==> src/rtl/shift_sequencer_if.sv <==
// Request/result handshake bundle for the iterative shifter.
// Master drives requests and accepts results; slave is the shifter.
interface shift_sequencer_if #(
  parameter int WIDTH = 8,
  parameter int AMT_W = 4
);
  logic             in_valid;
  logic             in_ready;
  logic [1:0]       in_op;
  logic [WIDTH-1:0] in_data;
  logic [AMT_W-1:0] in_amt;
  logic             out_valid;
  logic             out_ready;
  logic [WIDTH-1:0] out_data;
  logic             busy;

  modport master (
    output in_valid,
    output in_op,
    output in_data,
    output in_amt,
    output out_ready,
    input  in_ready,
    input  out_valid,
    input  out_data,
    input  busy
  );

  modport slave (
    input  in_valid,
    input  in_op,
    input  in_data,
    input  in_amt,
    input  out_ready,
    output in_ready,
    output out_valid,
    output out_data,
    output busy
  );
endinterface

==> src/rtl/shift_sequencer.sv <==
// Multi-cycle shifter: one 1-bit shift per clock, valid/ready on both sides.
// Amounts above WIDTH saturate, so results match the full-width shift.
module shift_sequencer #(
  parameter int WIDTH = 8,
  parameter int AMT_W = 4
) (
  input logic               clk,
  input logic               rst,
  shift_sequencer_if.slave  bus
);

  typedef enum logic [1:0] {
    IDLE,
    SHIFT,
    DONE
  } state_t;

  localparam logic [1:0] OP_SRL = 2'b00;
  localparam logic [1:0] OP_SLL = 2'b01;
  localparam logic [1:0] OP_SRA = 2'b10;
  localparam logic [1:0] OP_SLA = 2'b11;

  localparam logic [AMT_W-1:0] AMT_MAX = AMT_W'(WIDTH);

  state_t           state;
  logic [WIDTH-1:0] data;
  logic [1:0]       op;
  logic [AMT_W-1:0] count;
  logic             out_valid;
  logic [WIDTH-1:0] out_data;
  logic             busy;

  logic [AMT_W-1:0] amt_sat;
  logic [WIDTH-1:0] data_nxt;

  function automatic logic [WIDTH-1:0] shift1(
    input logic [1:0]       f,
    input logic [WIDTH-1:0] d
  );
    logic [WIDTH-1:0] r;
    r = d;
    unique case (1'b1)
      (f == OP_SRL): r = {1'b0, d[WIDTH-1:1]};
      (f == OP_SRA): r = {d[WIDTH-1], d[WIDTH-1:1]};
      (f == OP_SLL),
      (f == OP_SLA): r = {d[WIDTH-2:0], 1'b0};
      default:       r = d;
    endcase
    return r;
  endfunction

  assign amt_sat  = (bus.in_amt > AMT_MAX) ? AMT_MAX : bus.in_amt;
  assign data_nxt = shift1(op, data);

  always_ff @(posedge clk) begin
    if (rst) begin
      state     <= IDLE;
      data      <= '0;
      op        <= '0;
      count     <= '0;
      out_valid <= 1'b0;
      out_data  <= '0;
      busy      <= 1'b0;
    end else begin
      unique case (state)
        IDLE: begin
          if (bus.in_valid) begin
            data  <= bus.in_data;
            op    <= bus.in_op;
            count <= amt_sat;
            busy  <= 1'b1;
            if (amt_sat == '0) begin
              state     <= DONE;
              out_valid <= 1'b1;
              out_data  <= bus.in_data;
            end else begin
              state <= SHIFT;
            end
          end
        end
        SHIFT: begin
          data  <= data_nxt;
          count <= count - 1'b1;
          if (count == AMT_W'(1)) begin
            state     <= DONE;
            out_valid <= 1'b1;
            out_data  <= data_nxt;
          end
        end
        DONE: begin
          if (bus.out_ready) begin
            state     <= IDLE;
            out_valid <= 1'b0;
            busy      <= 1'b0;
          end
        end
        default: begin
          state     <= IDLE;
          out_valid <= 1'b0;
          busy      <= 1'b0;
        end
      endcase
    end
  end

  assign bus.in_ready  = (state == IDLE) && !rst;
  assign bus.out_valid = out_valid;
  assign bus.out_data  = out_data;
  assign bus.busy      = busy;

endmodule

==> src/flat_wrapper.sv <==
// flat-port wrapper written by rule: the top's interface ports become plain ports
module shift_sequencer_flat 
#(
  parameter int WIDTH = 8,
  parameter int AMT_W = 4
)
  (clk, rst, bus_in_valid, bus_in_op, bus_in_data, bus_in_amt, bus_out_ready, bus_in_ready, bus_out_valid, bus_out_data, bus_busy);
  shift_sequencer_if #(.WIDTH(WIDTH), .AMT_W(AMT_W)) bus_i ();
  input logic clk;
  input logic rst;
  input wire logic [$bits(bus_i.in_valid)-1:0] bus_in_valid;
  input wire logic [$bits(bus_i.in_op)-1:0] bus_in_op;
  input wire logic [$bits(bus_i.in_data)-1:0] bus_in_data;
  input wire logic [$bits(bus_i.in_amt)-1:0] bus_in_amt;
  input wire logic [$bits(bus_i.out_ready)-1:0] bus_out_ready;
  output wire logic [$bits(bus_i.in_ready)-1:0] bus_in_ready;
  output wire logic [$bits(bus_i.out_valid)-1:0] bus_out_valid;
  output wire logic [$bits(bus_i.out_data)-1:0] bus_out_data;
  output wire logic [$bits(bus_i.busy)-1:0] bus_busy;
  assign bus_i.in_valid = bus_in_valid;
  assign bus_i.in_op = bus_in_op;
  assign bus_i.in_data = bus_in_data;
  assign bus_i.in_amt = bus_in_amt;
  assign bus_i.out_ready = bus_out_ready;
  assign bus_in_ready = bus_i.in_ready;
  assign bus_out_valid = bus_i.out_valid;
  assign bus_out_data = bus_i.out_data;
  assign bus_busy = bus_i.busy;
  shift_sequencer #(.WIDTH(WIDTH), .AMT_W(AMT_W)) u_core (.clk(clk), .rst(rst), .bus(bus_i));
endmodule
==> config.mk <==
export PLATFORM = sky130hd
export DESIGN_NAME = shift_sequencer_flat
export DESIGN_NICKNAME = d
export VERILOG_FILES = /design/src/rtl/shift_sequencer_if.sv /design/src/rtl/shift_sequencer.sv /design/src/flat_wrapper.sv
export SDC_FILE = /design/constraint.sdc
export NUM_CORES = 1
export LEC_CHECK = 0
export CORE_ASPECT_RATIO = 1.4
export CORE_MARGIN = 1.5
export CORE_UTILIZATION = 45
export CTS_CLUSTER_DIAMETER = 150
export CTS_CLUSTER_SIZE = 12
export DETAILED_ROUTE_END_ITERATION = 10
export DONT_BUFFER_PORTS = 1
export PLACE_DENSITY = 0.61
export REMOVE_ABC_BUFFERS = 1
export SKIP_CTS_REPAIR_TIMING = 1
export SYNTH_ARGS = -nofsm -noshare
export SYNTH_HDL_FRONTEND = slang
export SYNTH_SLANG_ARGS = --single-unit
==> constraint.sdc <==
create_clock -name clk -period 1.6 [get_ports clk]
set_input_delay 0.32 -clock clk [delete_from_list [all_inputs] [get_ports clk]]
set_output_delay 0.32 -clock clk [all_outputs]
set_load 0.02 [all_outputs]
==> results.json, run 1 <==
{
  "antenna_found_initial": 0,
  "cts_buffers": 3,
  "cp_max_fo": 4,
  "yosysWarnings": 0,
  "diodes": 0,
  "seq_area_sq_um": 520,
  "viasPerCell": 5.96,
  "start_util_pct": 48.0,
  "ys_seq_area_share_pct": 41.0,
  "portBuffers": 0,
  "ios": 29,
  "grt_pass1_wl_um": 4980,
  "core_region_area_sq_um": 2640,
  "fin_crit_sh_pct": 97.3,
  "crit_slowest_cell": "or4_4",
  "yosys.area_share.simple_pct": 17.7,
  "fin_crit_ns": 1.56,
  "synthToLayoutAreaGrowth_pct": 9.66,
  "drt_first_pass_iters": 4,
  "pre_cts_ws_ns": 0.0261,
  "worst_pin_slew_ns": 0.475,
  "crit_family": "simple AND/OR/NAND/NOR gates",
  "drc_errors": 0,
  "multi_input_area_sq_um": 708,
  "arrival_ns": 1.81,
  "utilization_pct": 52.7,
  "final_area_sq_um": 1390,
  "die_area_sq_um": 3150,
  "synth_fa_ha_area_share_pct": 1.97,
  "clkTransAtPathRegs_ns": 0.14,
  "dpl_cell_area_sq_um": 1330,
  "synth_area_leader_cell": "dfxtp_1",
  "setup_tns_ns": 0,
  "yosysUniqueCellTypes": 31,
  "drt_wl_total_um": 2990,
  "drive_above_1_share_pct": 14.3,
  "maxCapViolCount": 0,
  "h-tree-depth": 1,
  "drtAntennaViolNets": 0,
  "tritoncts": "built",
  "status": "finished clean",
  "hp-class": "in2reg",
  "vias": 1133,
  "p_total_mw": 1.32,
  "grt_setup_unrepaired": "false",
  "dieHeight_um": 65.8,
  "gr-usage-met1_pct": 26.7,
  "crit_type": "reg2reg",
  "hpwl_um": 2060,
  "synth.top_cells.by_area": "dfxtp_1, a21oi_1, o211ai_1, nand2_1, mux2i_1",
  "routedWlPerCell_um": 15.7,
  "endpoint_kind": "register",
  "max_freq_mhz": 643,
  "yosys_register_bits": 26,
  "synth_compound_area_share_pct": 28.0,
  "clock_latency_ns": 0.32,
  "use_met2_pct": 36.0,
  "die_w_um": 47.9,
  "gr-usage-all-layers_pct": 21.7,
  "cp_data_required_time_ns": 1.86,
  "crit_path_max_incr_delay_ns": 0.57,
  "critPathBufInv": 1,
  "clk_path_buf_depth": 2,
  "nets": 176,
  "use_met3_pct": 3.83,
  "syn-cell-area_sq_um": 1270,
  "busiest_layer": "met2",
  "rows": 22,
  "gr-total-overflow": 0,
  "synth-xor-area-share_pct": 0,
  "synthesis.instances": 151,
  "cts_sinks": 26,
  "setup_viol": 0,
  "finalWorstSetupSlack_ns": 0.0436,
  "vdd_drop_max_mv": 0.467,
  "muxShareOfSynthArea_pct": 6.31,
  "maxSlewHeadroom_pct": 68.3,
  "hold_violations": 0,
  "finClkSkew_ns": 0.00927,
  "p_leak_nw": 0.477,
  "gp_congestion": 0.773,
  "root_buffer": "clkbuf_4",
  "grt_max_degree": 28,
  "avgSynthCellArea_sq_um": 8.40,
  "grt_pass1_vias": 1154,
  "drv_slew": 0,
  "first_iter_violations": 23,
  "synth_top_family_by_area": "compound AO/OA/AOI/OAI gates",
  "synth_top_cell_area_share_pct": 41.0,
  "crit_path_start_kind": "register",
  "powerDensity_nw_per_um2": 946,
  "path_cells": "or4_4, o22ai_4, clkbuf_2, nor2_1, a211oi_2",
  "fillers": 282
}
## synthesized netlist by cell type
library cell  instances
dfxtp_1              26
nand2_1              25
a21oi_1              23
o211ai_1             15
nor2_1               11
mux2i_1               8
buf_2                 6
clkbuf_1              5
inv_1                 4
nor3_1                3
o21ai_0               3
ha_1                  2
nor3b_1               2
a211oi_1              1
a211oi_2              1
a221oi_1              1
a22oi_1               1
a2bb2oi_1             1
nand2b_1              1
nand3_1               1
nand4bb_1             1
nor2b_1               1
nor4bb_1              1
o21ba_2               1
o21bai_1              1
o221a_2               1
o22a_1                1
o22ai_4               1
o311a_1               1
or3b_2                1
or4_4                 1
## through the flow
stage,hold slack (ns),std cells
floorplan,0.385,140
global placement,0.388,184
detailed placement,0.394,184
CTS,0.0314,187
global route,0.0112,190
finish,0.0417,190
## final cells by class
class / count / share of cell area [%]
well taps: 36 / 3.24
inverters: 4 / 1.08
flip-flops and latches: 26 / 37.4
multi-input cells: 110 / 50.9
clock buffers: 3 / 1.62
repair buffers: 11 / 5.76
## cells in the final DEF, fill, tap and decap left out, types with 2 or more instances in the layout
cell,instances
a21oi_1,23
buf_4,10
clkbuf_4,3
dfxtp_1,26
ha_1,2
inv_1,4
mux2i_1,8
nand2_1,25
nor2_1,11
nor3_1,3
nor3b_1,2
o211ai_1,15
o21ai_0,3
## path summary, 6_finish.rpt
| kind | from | endpoint | slack [ns] | depth (start not counted) |
|---|---|---|---|---|
| setup / recovery | u_core.state[0]$_SDFFE_PP0P_ | u_core.bus.out_data[0]$_SDFFE_PP0P_ | 0.04 | 5 |
| hold / removal | rst | u_core.bus.out_data[0]$_SDFFE_PP0P_ | 0.04 | 1 |
| setup reg to reg | u_core.state[0]$_SDFFE_PP0P_ | u_core.bus.out_data[0]$_SDFFE_PP0P_ | 0.04 | 5 |
| hold reg to reg | u_core.data[3]$_SDFFE_PP0P_ | u_core.data[3]$_SDFFE_PP0P_ | 0.48 | 2 |
## report_power, final
| part | internal, mW | leakage, nW | total (mW) | switching [mW] |
|---|---|---|---|---|
| sequential | 0.700 | 0.213 | 0.757 | 0.0570 |
| combinational | 0.134 | 0.250 | 0.286 | 0.152 |
| clock | 0.0883 | 0.0138 | 0.273 | 0.185 |
| total | 0.922 | 0.477 | 1.32 | 0.394 |
## sequential cells by signal, summed over array words and instances (netlist names)
name / count
u_core.bus.busy: 1
u_core.state: 2
u_core.bus.out_data: 8
u_core.data: 8
u_core.count: 4
u_core.op: 2
u_core.bus.out_valid: 1
## metal layers
| metal | vias to the layer above | share of wire, % |
|---|---|---|
| met3 | 5 | 5.2 |
| met1 | 557 | 42 |
| met4 | 0 | 1.6 |
| met2 | 23 | 51 |
| li1 | 548 | - |
| met5 | - | 0 |
## cells by family (layout without fill, tap and decap cells)
logic type / Yosys count / in the layout
compound gates: 52 / 52
fa+ha+maj: 2 / 2
buf+inv: 15 / 18
flops: 26 / 26
mux: 8 / 8
simple gates: 48 / 48
Note: power is estimated with default switching activity, not from simulation.
==> inputs of run 2 (changes only) <==
--- a/config.mk
+++ b/config.mk
@@ -5,6 +5,7 @@
 export SDC_FILE = /design/constraint.sdc
 export NUM_CORES = 1
 export LEC_CHECK = 0
+export ABC_AREA = 1
 export CORE_ASPECT_RATIO = 1.4
 export CORE_MARGIN = 1.5
 export CORE_UTILIZATION = 45
@@ -12,7 +13,6 @@
 export CTS_CLUSTER_SIZE = 12
 export DETAILED_ROUTE_END_ITERATION = 10
 export DONT_BUFFER_PORTS = 1
-export PLACE_DENSITY = 0.61
 export REMOVE_ABC_BUFFERS = 1
 export SKIP_CTS_REPAIR_TIMING = 1
 export SYNTH_ARGS = -nofsm -noshare
==> run 2 against run 1 <==
Net effect:
- synthesized cell count rose by 40%
- sequential share of layout area decreased by 3.0 points
- cell count is 32% higher
- via count is 15% higher
- final area is 8.6% higher
==> results.json, run 2 <==
{
  "hpwl_um": 2450,
  "drtAntennaViolNets": 0,
  "dieHeight_um": 69.5,
  "first_iter_violations": 22,
  "die_area_sq_um": 3510,
  "vdd_drop_max_mv": 0.637,
  "yosys.area_share.simple_pct": 36.8,
  "synth_compound_area_share_pct": 13.1,
  "p_leak_nw": 0.743,
  "routedWlPerCell_um": 12.6,
  "final_common_cell": "nand2_1",
  "synthesis.instances": 212,
  "yosysWarnings": 0,
  "powerDensity_nw_per_um2": 1360,
  "setup_viol": 0,
  "syn-cell-area_sq_um": 1420,
  "grt_setup_unrepaired": "false",
  "yosysUniqueCellTypes": 29,
  "gr-total-overflow": 0,
  "ys_top_cells_by_count": "nand2_1, nor2_1, dfxtp_1, inv_1, nand3_1",
  "clock_latency_ns": 0.27,
  "synth.top_cells.by_area": "dfxtp_1, nand2_1, nor2_1, nand3_1, inv_1",
  "gp_congestion": 0.780,
  "muxShareOfSynthArea_pct": 0,
  "arrival_ns": 1.09,
  "viasPerCell": 5.18,
  "fin_crit_ns": 1.41,
  "ios": 29,
  "die_w_um": 50.5,
  "tritoncts": "built",
  "core_region_area_sq_um": 2940,
  "h-tree-depth": 1,
  "multi_input_area_sq_um": 743,
  "max_freq_mhz": 711,
  "cp_data_required_time_ns": 1.28,
  "rows": 23,
  "start_util_pct": 48.4,
  "nets": 235,
  "clkTransAtPathRegs_ns": 0.09,
  "drt_wl_total_um": 3170,
  "drt_first_pass_iters": 4,
  "gr-usage-all-layers_pct": 19.2,
  "mostFrequentLayoutCells": "nand2_1, nor2_1, inv_1, dfxtp_1, nand3_1",
  "cp_max_fo": 4,
  "synth-edff-count": 0,
  "hold_violations": 0,
  "cts_buffers": 3,
  "antenna_found_initial": 0,
  "drv_slew": 0,
  "fillers": 313,
  "worst_pin_slew_ns": 0.509,
  "crit_type": "reg2out",
  "grt_pass1_vias": 1256,
  "diodes": 0,
  "synth-xor-area-share_pct": 0.617,
  "grt_max_degree": 19,
  "vias": 1301,
  "clk_path_buf_depth": 2,
  "setup_tns_ns": 0,
  "synth.most_common_cell": "nand2_1",
  "drc_errors": 0,
  "top_regs": "u_core.bus.out_data (8), u_core.data (8), u_core.count (4)",
  "finClkSkew_ns": 0.00160,
  "whs_ns": 0.104,
  "root_buffer": "clkbuf_8",
  "hp-class": "in2reg",
  "grt_pass1_wl_um": 5290,
  "finalWorstSetupSlack_ns": 0.194,
  "status": "finished clean",
  "synthToLayoutAreaGrowth_pct": 6.43,
  "ys_seq_area_share_pct": 36.7,
  "synth_top_family_by_area": "simple AND/OR/NAND/NOR gates",
  "maxSlewHeadroom_pct": 66.0,
  "synth_fa_ha_area_share_pct": 1.76,
  "endpoint_kind": "output pin",
  "synth_top_cell_area_share_pct": 36.7,
  "crit_path_start_kind": "register",
  "cts_sinks": 26,
  "synth-async-reset-ratio_pct": 0,
  "drive_above_1_share_pct": 14.0,
  "synth-main-ff-cell": "dfxtp_1",
  "maxCapViolCount": 0,
  "fin_crit_sh_pct": 87.9,
  "pre_cts_ws_ns": 0.255,
  "yosys_register_bits": 26,
  "avgSynthCellArea_sq_um": 6.70,
  "synth_area_leader_cell": "dfxtp_1",
  "portBuffers": 0,
  "seq_area_sq_um": 520
}
## run 2: worst max-delay path, stage by stage (launching register included)
cell and delay [ns]:
dfxtp_1 0.36, inv_2 0.10, nand2_1 0.06, nor2_1 0.30
## run 2: cells by family (layout without fill, tap and decap cells)
family                   Yosys count  in the layout
XOR/XNOR                           1              1
buffers and inverters             37             39
AND/OR/NAND/NOR                  115            115
AO/OA/AOI/OAI                     31             31
flip-flops                        26             26
adder cells (fa/ha/maj)            2              2
## run 2: power by group
group	leakage [nW]	internal (mW)	total [mW]	switching, mW
Combinational	0.500	0.245	0.700	0.455
Clock	0.0288	0.220	0.428	0.208
Sequential	0.215	0.776	0.926	0.149
Total	0.743	1.24	2.05	0.812
## run 2: per-layer routing
layer	GRT usage, %	share of wire (%)	vias up
met2	35.5	52	25
met4	7.81	1.3	0
met5	0	0	-
met1	21.1	43	601
met3	3.02	3.1	4
li1	-	-	671
## run 2: final timing paths
check / start / to / slack (ns) / cells past startpoint
setup reg to reg: u_core.count[1]$_SDFFE_PP0P_ / u_core.bus.out_data[2]$_SDFFE_PP0P_ / 0.24 / 10
setup / recovery: u_core.state[1]$_SDFFE_PP0P_ / bus_in_ready / 0.19 / 3
hold / removal: rst / u_core.bus.busy$_SDFFE_PP0P_ / 0.10 / 1
hold reg to reg: u_core.count[3]$_SDFFE_PP0P_ / u_core.count[3]$_SDFFE_PP0P_ / 0.51 / 2
## run 2: layout make-up
class	count	area share [%]
multi-input combinational	149	49.2
clock buffer	4	3.64
tap	37	3.06
timing repair buffer	4	1.99
inverter	31	7.70
sequential	26	34.4
## run 2: per-stage QoR
step           power [mW]  area (sq um)  std cells  util, %
3_5_place_dp         1.65          1460        247     49.6
2_1_floorplan        1.48          1380        206        -
6_report             2.05          1510        251     51.5
5_1_grt              2.21          1510        251     51.5
4_1_cts              2.07          1510        251     51.5
3_3_place_gp         1.62          1460        247     49.6
